===== src/rtl/instr_encoder_pkg.sv =====
// Shared definitions for the instruction encoder: opcode codes, word layout,
// halt terminator and the control FSM state type.
package instr_encoder_pkg;

  localparam int unsigned OpW      = 3;
  localparam int unsigned OperandW = 6;
  localparam int unsigned InstrW   = OpW + OperandW;

  localparam logic [OpW-1:0] OpXor  = 3'd0;
  localparam logic [OpW-1:0] OpBeq  = 3'd1;
  localparam logic [OpW-1:0] OpAddi = 3'd2;
  localparam logic [OpW-1:0] OpAndi = 3'd3;
  localparam logic [OpW-1:0] OpLs   = 3'd4;
  localparam logic [OpW-1:0] OpLd   = 3'd5;
  localparam logic [OpW-1:0] OpSt   = 3'd6;
  localparam logic [OpW-1:0] OpJ    = 3'd7;

  // Jump with zero offset: the loaded program spins here once it finishes.
  localparam logic [InstrW-1:0] TermWord = {OpJ, 6'd0};

  typedef enum logic [1:0] {
    StIdle,
    StLoad,
    StTerm,
    StDone
  } state_e;

  function automatic logic [InstrW-1:0] pack_instr(input logic [OpW-1:0]      op,
                                                   input logic [OperandW-1:0] operand);
    return {op, operand};
  endfunction

endpackage


===== src/rtl/enc_fifo.sv =====
// Small synchronous staging FIFO with synchronous flush. Depth must be a power of two;
// push and pop may coincide on a full or empty buffer.
module enc_fifo #(
  parameter int unsigned Width = 9,
  parameter int unsigned Depth = 4
) (
  input  logic             clk,
  input  logic             reset,
  input  logic             flush,
  input  logic             push,
  input  logic             pop,
  input  logic [Width-1:0] wdata,
  output logic [Width-1:0] rdata,
  output logic             full,
  output logic             empty
);

  localparam int unsigned PtrW = (Depth > 1) ? $clog2(Depth) : 1;
  localparam logic [PtrW:0] PtrOne = 1;

  logic [Width-1:0] mem_q [Depth];
  logic [PtrW:0]    wptr_q, wptr_d;
  logic [PtrW:0]    rptr_q, rptr_d;
  logic             do_push, do_pop;

  // Pointers carry one extra wrap bit to tell full from empty.
  assign empty   = (wptr_q == rptr_q);
  assign full    = (wptr_q[PtrW] != rptr_q[PtrW]) &&
                   (wptr_q[PtrW-1:0] == rptr_q[PtrW-1:0]);
  assign do_pop  = pop && !empty;
  assign do_push = push && (!full || do_pop);
  assign rdata   = mem_q[rptr_q[PtrW-1:0]];

  always_comb begin
    wptr_d = wptr_q;
    rptr_d = rptr_q;
    if (flush) begin
      wptr_d = '0;
      rptr_d = '0;
    end else begin
      if (do_push) wptr_d = wptr_q + PtrOne;
      if (do_pop)  rptr_d = rptr_q + PtrOne;
    end
  end

  always_ff @(posedge clk or posedge reset) begin
    if (reset) begin
      wptr_q <= '0;
      rptr_q <= '0;
    end else begin
      wptr_q <= wptr_d;
      rptr_q <= rptr_d;
    end
  end

  always_ff @(posedge clk) begin
    if (do_push && !flush) mem_q[wptr_q[PtrW-1:0]] <= wdata;
  end

endmodule


===== src/rtl/instr_encoder.sv =====
// Packs instruction fields into 9-bit words and streams them into instruction memory,
// appending a halt terminator. Optional word counter: define INSTR_ENCODER_COUNT_EN.
module instr_encoder
  import instr_encoder_pkg::*;
#(
  parameter int unsigned ADDRW      = 8,
  parameter int unsigned FIFO_DEPTH = 4
) (
  input  logic                clk,
  input  logic                reset,
  input  logic                start,
  input  logic [ADDRW-1:0]    base_addr,
  input  logic                in_valid,
  output logic                in_ready,
  input  logic [OpW-1:0]      in_op,
  input  logic [OperandW-1:0] in_operand,
  input  logic                in_last,
  output logic                imem_we,
  output logic [ADDRW-1:0]    imem_addr,
  output logic [InstrW-1:0]   imem_wdata,
  output logic                busy,
  output logic                done,
`ifdef INSTR_ENCODER_COUNT_EN
  output logic [ADDRW:0]      word_count,
`endif
  output logic                overflow
);

  localparam logic [ADDRW-1:0] AddrMax = {ADDRW{1'b1}};
  localparam logic [ADDRW-1:0] AddrOne = 1;

  state_e            state_q, state_d;
  logic [ADDRW-1:0]  addr_q, addr_d;
  logic              ovf_q, ovf_d;
  logic              last_seen_q, last_seen_d;

  logic              fifo_push, fifo_pop, fifo_flush;
  logic              fifo_full, fifo_empty;
  logic [InstrW-1:0] fifo_rdata;
  logic              wrap_hit;
  logic              session_start;

  assign session_start = (state_q == StIdle) && start;
  assign fifo_pop      = (state_q == StLoad) && !fifo_empty;
  // A data word landing on the last address exhausts the space; abort without terminator.
  assign wrap_hit      = fifo_pop && (addr_q == AddrMax);
  assign fifo_push     = in_valid && in_ready;
  assign fifo_flush    = session_start || wrap_hit;

  enc_fifo #(
    .Width (InstrW),
    .Depth (FIFO_DEPTH)
  ) u_fifo (
    .clk   (clk),
    .reset (reset),
    .flush (fifo_flush),
    .push  (fifo_push),
    .pop   (fifo_pop),
    .wdata (pack_instr(in_op, in_operand)),
    .rdata (fifo_rdata),
    .full  (fifo_full),
    .empty (fifo_empty)
  );

  // State register
  always_ff @(posedge clk or posedge reset) begin
    if (reset) begin
      state_q     <= StIdle;
      addr_q      <= '0;
      ovf_q       <= 1'b0;
      last_seen_q <= 1'b0;
    end else begin
      state_q     <= state_d;
      addr_q      <= addr_d;
      ovf_q       <= ovf_d;
      last_seen_q <= last_seen_d;
    end
  end

  // Next-state logic
  always_comb begin
    state_d = state_q;
    unique case (state_q)
      StIdle: if (start) state_d = StLoad;
      StLoad: begin
        if (wrap_hit)                       state_d = StDone;
        else if (last_seen_q && fifo_empty) state_d = StTerm;
      end
      StTerm: state_d = StDone;
      StDone: state_d = StIdle;
      default: state_d = StIdle;
    endcase
  end

  always_comb begin
    addr_d      = addr_q;
    ovf_d       = ovf_q;
    last_seen_d = last_seen_q;
    if (session_start) begin
      addr_d      = base_addr;
      ovf_d       = 1'b0;
      last_seen_d = 1'b0;
    end else begin
      if (imem_we)              addr_d      = addr_q + AddrOne;
      if (wrap_hit)             ovf_d       = 1'b1;
      if (fifo_push && in_last) last_seen_d = 1'b1;
    end
  end

  // Outputs
  always_comb begin
    in_ready   = (state_q == StLoad) && !fifo_full && !last_seen_q && !wrap_hit;
    imem_we    = fifo_pop || (state_q == StTerm);
    imem_addr  = addr_q;
    imem_wdata = '0;
    if (fifo_pop)                imem_wdata = fifo_rdata;
    else if (state_q == StTerm)  imem_wdata = TermWord;
    busy       = (state_q != StIdle);
    done       = (state_q == StDone);
    overflow   = ovf_q;
  end

`ifdef INSTR_ENCODER_COUNT_EN
  localparam logic [ADDRW:0] CntOne = 1;

  logic [ADDRW:0] word_count_q, word_count_d;

  always_comb begin
    word_count_d = word_count_q;
    if (session_start) word_count_d = '0;
    else if (imem_we)  word_count_d = word_count_q + CntOne;
  end

  always_ff @(posedge clk or posedge reset) begin
    if (reset) word_count_q <= '0;
    else       word_count_q <= word_count_d;
  end

  assign word_count = word_count_q;
`endif

endmodule


===== config.mk =====
export PLATFORM = sky130hd
export DESIGN_NAME = instr_encoder
export DESIGN_NICKNAME = d
export VERILOG_FILES = /design/src/rtl/instr_encoder_pkg.sv /design/src/rtl/enc_fifo.sv /design/src/rtl/instr_encoder.sv
export SDC_FILE = /design/constraint.sdc
export NUM_CORES = 1
export LEC_CHECK = 0
export ABC_AREA = 1
export CAP_MARGIN = 20
export CELL_PAD_IN_SITES_DETAIL_PLACEMENT = 0
export CELL_PAD_IN_SITES_GLOBAL_PLACEMENT = 1
export CORE_MARGIN = 4
export CORE_UTILIZATION = 38
export CTS_BUF_LIST = sky130_fd_sc_hd__clkbuf_4
export DETAILED_ROUTE_END_ITERATION = 6
export PLACE_DENSITY_LB_ADDON = 0.3
export SYNTH_ARGS = -nofsm -noshare
export SYNTH_HDL_FRONTEND = slang
export SYNTH_SLANG_ARGS = --single-unit
export TNS_END_PERCENT = 30

===== constraint.sdc =====
create_clock -name clk -period 1.79 [get_ports clk]
set_input_delay 0.358 -clock clk [delete_from_list [all_inputs] [get_ports clk]]
set_output_delay 0.358 -clock clk [all_outputs]
set_load 0.01 [all_outputs]

# Word level (Yosys, flattened, before mapping)
# Memory sizes are Yosys's and may differ from the RTL's.
# Cells that the tools add are included.
# totals
elab_cells,66
mem_count,1
reg_bits,18
in_bits,22
mem_bits_rw,36
out_inout_bits,22
# mem_list
name,depth,word_bits,rd,rd_ports_with_merged_regs,wr,line,source
u_fifo.mem_q,4,9,1,0,1,enc_fifo.sv:21,logic [Width-1:0] mem_q [Depth];
# op_classes
n_mux,18
add_sub_neg,3
reduce_logical,29
n_eq_ne,9
# ops
op,count
9-bit 2-to-1 mux,2
8-bit 2-to-1 mux,2
1-bit logical AND,13
3-bit 2-to-1 mux,4
2-bit nonzero test,6
8-bit by 1-bit adder with 8-bit output (second input constant),1
8-bit equality test (second input constant),1
2-bit one-hot mux with 4 select lines,1
3-bit by 1-bit adder with 3-bit output (second input constant),2
1-bit 2-to-1 mux,6
2-bit 2-to-1 mux,3
1-bit zero test,5
2-bit equality test (second input constant),2
3-bit equality test,1
1-bit logical OR,3
3-bit inequality test (second input constant),1
2-bit by 1-bit equality test with 1-bit output (second input constant),1
2-bit equality test,1
2-bit zero test,1
2-bit inequality test (second input constant),1
2-bit AND reduction,1
1-bit inequality test,1

# Logic depth before layout (Yosys ltp)
# logic_depth
ltp_word,11
ltp_mapped,11
depth_no_buf,10

# Modules after synthesis
# A second synthesis with hierarchy kept.
# hier_totals
hier_cells,291
area_unflattened_um2,2758.9
# modules_own_cells
module,seq_area_each_um2,cells_each,instances,area_per_inst_um2
enc_fifo,1231.2,150,1,1806.7
instr_encoder,300.3,141,1,952.2

# Worst setup path after synthesis
# OpenSTA, ideal clock, no wires.
# synth_timing
path_type,register to register
startpoint,register state_q[1]
endpoint,memory u_fifo.mem_q[3][0] (enable)
path_stages_with_launch,11
arrival_ns,1.611
setup_ns,0.345
slack_ns,-0.166
path_cell_list,dfrtp_1 inv_1 ha_1 inv_1 nor2_1 nand2_1 clkinv_1 nand3_2 nor2_4 inv_2 nor2_2
# synth_via
elab_chain_len,10
# synth_rtl
element,line,source
"start, declared",instr_encoder.sv:32,"state_e state_q, state_d;"
"start signal, assigned",instr_encoder.sv:68,state_q <= StIdle;
"start signal, assigned",instr_encoder.sv:73,state_q <= state_d;
2-bit by 1-bit equality test with 1-bit output,"instr_encoder.sv:44, instr_encoder.sv:112",
1-bit logical AND,instr_encoder.sv:44,assign fifo_pop = (state_q == StLoad) && !fifo_empty;
1-bit logical AND,instr_encoder.sv:46,assign wrap_hit = fifo_pop && (addr_q == AddrMax);
1-bit zero test,instr_encoder.sv:112,in_ready = (state_q == StLoad) && !fifo_full && !last_seen_q && !wrap_hit;
1-bit logical AND,instr_encoder.sv:112,
1-bit logical AND,instr_encoder.sv:47,assign fifo_push = in_valid && in_ready;
1-bit logical AND,enc_fifo.sv:31,assign do_push = push && (!full || do_pop);
1-bit logical AND *,enc_fifo.sv:57,if (do_push && !flush) mem_q[wptr_q[PtrW-1:0]] <= wdata;
1-bit 2-to-1 mux *,enc_fifo.sv:57,
1-bit 2-to-1 mux (not written as such) *,enc_fifo.sv:57,
"end, declared",enc_fifo.sv:21,
# Mark *: on every way between the ends. The rest lies on a longest branch, timed or not.

# Final worst setup path
# layout_timing
startpoint,register u_fifo.rptr_q[1]
endpoint,output port imem_wdata[6]
# layout_via
elab_chain_len,4
# layout_rtl
element,line,source
"start, declared",enc_fifo.sv:23,"logic [PtrW:0] rptr_q, rptr_d;"
"start signal, assigned",enc_fifo.sv:52,rptr_q <= rptr_d;
3-bit equality test,enc_fifo.sv:27,assign empty = (wptr_q == rptr_q);
1-bit zero test,instr_encoder.sv:44,
1-bit logical AND,instr_encoder.sv:44,
9-bit 2-to-1 mux *,instr_encoder.sv:116,if (fifo_pop) imem_wdata = fifo_rdata;
"end, declared",instr_encoder.sv:20,"output logic [InstrW-1:0] imem_wdata,"
# Marked as above.

==> out/results.txt <==
final setup violation count: 47
reg2reg setup slack: -140 ps
DRC: 0
outcome: complete, but fails checks
total CTS buffers: 5
Setup crit start: u_fifo.rptr_q[1]$_DFFE_PP0P_
vias in the first global route: 2263
Int Pwr: 3.382 mW
Syn Nets: 324
Area Overhead vs Synth: 43.80%
fillers: 628
H-tree level count: 2
Arr. time, crit path: 1650 ps
synthesized flop and latch total: 54
DRT Pass-1 Iters: 4
critical path class: reg -> out
fin. max-slew vios: 0
hold_ws: 272.7 ps
antenna viol nets, final: 0
final net count: 427
commonest cells after routing, fill and taps aside: nand2_1, buf_4, nor2_1, edfxtp_1, clkdlybuf4s50_1
Layout Skew: 15.38 ps
Worst Hold Class: in -> async
Top Ports: 44
Core Area: 6907 um2
Lkg Pwr: 1.761 nW
PnR worst setup slack: -216.7 ps
area of the multi-input gates: 1205 um2
PortBufs: 43
CTS tree: done
drt wl/cell: 12.93 um
Die W: 93.17 um
worst slew pin tran: 309.4 ps
Peak VDD IR: 0.8877 mV
Sink Count: 54
Worst Path Required: 1430 ps
failing checks: setup timing
overall power: 5.868 mW
Final min period: 2007 ps
initial antenna violation count: 0
Rel. slew slack: 0.7934
Seq/Total Area, Yosys: 0.5556
reg2reg path depth: 12
Max Root-Sink Buffers: 2
register area: 1533 um2
DR vias/cell: 4.688
DP HPWL: 4.602 mm
Total Wirelength: 6.348 mm
crit start category: flop
Comb pwr share: 0.615
Fin. Hold Viols: 0
layout cell share with drive strength beyond 1: 0.3620
maxcap violations: 0
Switch Pwr: 2.485 mW
Cell Area, Synth: 2756 um2
most common cell after layout, fill and taps aside: nand2_1
initial core utilization: 0.3991
Sw Ratio: 0.4235
FF-to-FF End: u_fifo.mem_q[3][1]$_DFFE_PP_
sum of negative setup slack: -6165 ps
Iteration-0 DRC Markers: 59
synthesized instance count: 291
Clock Power Share: 0.101
RSZ-0062 raised after global routing: true
die footprint: 8681 um2
cell row count: 30
Worst-Skew Late Latency: 390 ps
crit end category: output pin
routed via count: 2302
crit path to: imem_wdata[6]
largest net degree at the start of global routing: 20
max frequency: 0.4983 GHz
antenna cell count: 0
Mapped Avg Cell Area: 9.472 um2
synth warn: 0
CP Max Fanout: 4
GPL Wtd Cong: 0.7563
Tcrit/Tclk final: 1.121
Yosys cell types: 28
Tot GR Track Use: 0.1541
Die Span Y: 93.17 um
gr ovfl total: 0
power per cell area: 1480 nW/um2
portion of total power attributed to sequential cells: 0.284
r2r startpoint: u_fifo.rptr_q[1]$_DFFE_PP0P_
Reg clk slew, reported paths: 170 ps
root buf cell: clkbuf_4
first-pass GRT wire length: 10.52 mm
## power groups by stage
stage	registers, mW	clock network, mW	logic [mW]
floorplan	1.78	0	1.78
global placement	1.69	0	3.35
detailed placement	1.70	0	3.39
CTS	1.66	0.616	3.53
global route	1.69	0.653	3.99
finish	1.67	0.593	3.61
## synthesized netlist by cell type
cell type | count | area share
a21oi_1 | 8 | 0.015
buf_2 | 1 | 0.0018
buf_4 | 2 | 0.0054
buf_6 | 2 | 0.0082
clkbuf_1 | 4 | 0.0054
clkinv_1 | 1 | 0.0014
dfrtp_1 | 18 | 0.16
edfxtp_1 | 36 | 0.39
ha_1 | 11 | 0.050
inv_1 | 28 | 0.038
inv_2 | 3 | 0.0041
nand2_1 | 57 | 0.078
nand2_2 | 7 | 0.016
nand2_4 | 2 | 0.0082
nand3_1 | 16 | 0.029
nand3_2 | 2 | 0.0073
nand3_4 | 1 | 0.0064
nand4_1 | 5 | 0.011
nor2_1 | 43 | 0.059
nor2_2 | 4 | 0.0091
nor2_4 | 2 | 0.0082
o211ai_1 | 1 | 0.0027
o21ai_0 | 23 | 0.042
o21ai_2 | 6 | 0.019
o21bai_1 | 1 | 0.0027
o22ai_1 | 3 | 0.0068
or2_2 | 2 | 0.0045
xor2_1 | 2 | 0.0064
## cells by family after synthesis
kind of cell,Yosys count,share of synthesized area
AND/OR/NAND/NOR,141,0.2360
AO/OA/AOI/OAI,42,0.08761
buffers and inverters,41,0.06445
flip-flops,54,0.5556
XOR/XNOR,2,0.006356
adder cells (fa/ha/maj),11,0.04993
## sequential cells by signal, summed over array words and instances (netlist names)
register,count
u_fifo.mem_q,36
imem_addr,8
u_fifo.rptr_q,3
u_fifo.wptr_q,3
state_q,2
last_seen_q,1
overflow,1
## worst max-delay path: stages, from the launching register on
cell and delay (ps):
dfrtp_1 460, buf_6 140, nand2_4 60, nand2_4 60, nand3_4 80, nand2_4 80, buf_12 140, nor2_4 80
nor2_1 40, buf_2 130
## routing by layer
metal	global-route usage	share of wire	wire length, um	up-vias
met3	0.03138	0.031	195	6
met2	0.2819	0.52	3289	37
met5	0	0	0	-
met1	0.1849	0.44	2798	1095
li1	-	-	-	1164
met4	0.03663	0.010	64	0
## metrics by stage
step	instance area [um2]	util	instances	worst slack, ps
detailed placement	3764	0.5449	475	-219.9
CTS	3901	0.5649	490	-225.4
floorplan	2803	-	291	3.468
finish	3964	0.5739	491	-216.7
global placement	3764	0.5449	475	-156.3
global route	3964	0.5739	491	-332.3
## layout make-up
cell class              instances  share of cell area
clock buffers                   5            0.009470
clock inverters                 3            0.007260
inverters                      32             0.03283
multi-input cells             196              0.3040
flip-flops and latches         54              0.3867
well taps                      96             0.03030
repair buffers                105              0.2295
## repair_timing
item / 4_1_cts / 5_1_grt
hold buffers: 0 / 0
gates cloned: 0 / 0
buffers inserted: 9 / 1
pin swaps: 10 / 12
resized for setup: 90 / 20
endpoints found under the setup margin: 56 / 60
## worst min-delay path by stage
stage / startpoint / end
after floorplan: reset / imem_addr[1]$_DFFE_PP0P_
after global placement: last_seen_q$_DFFE_PP0P_ / last_seen_q$_DFFE_PP0P_
after detailed placement: overflow$_DFFE_PP0N_ / overflow$_DFFE_PP0N_
after CTS: reset / u_fifo.wptr_q[0]$_DFFE_PP0P_
after global routing: reset / u_fifo.wptr_q[0]$_DFFE_PP0P_
final: reset / u_fifo.wptr_q[0]$_DFFE_PP0P_
Note: power is estimated with default switching activity, not from simulation.
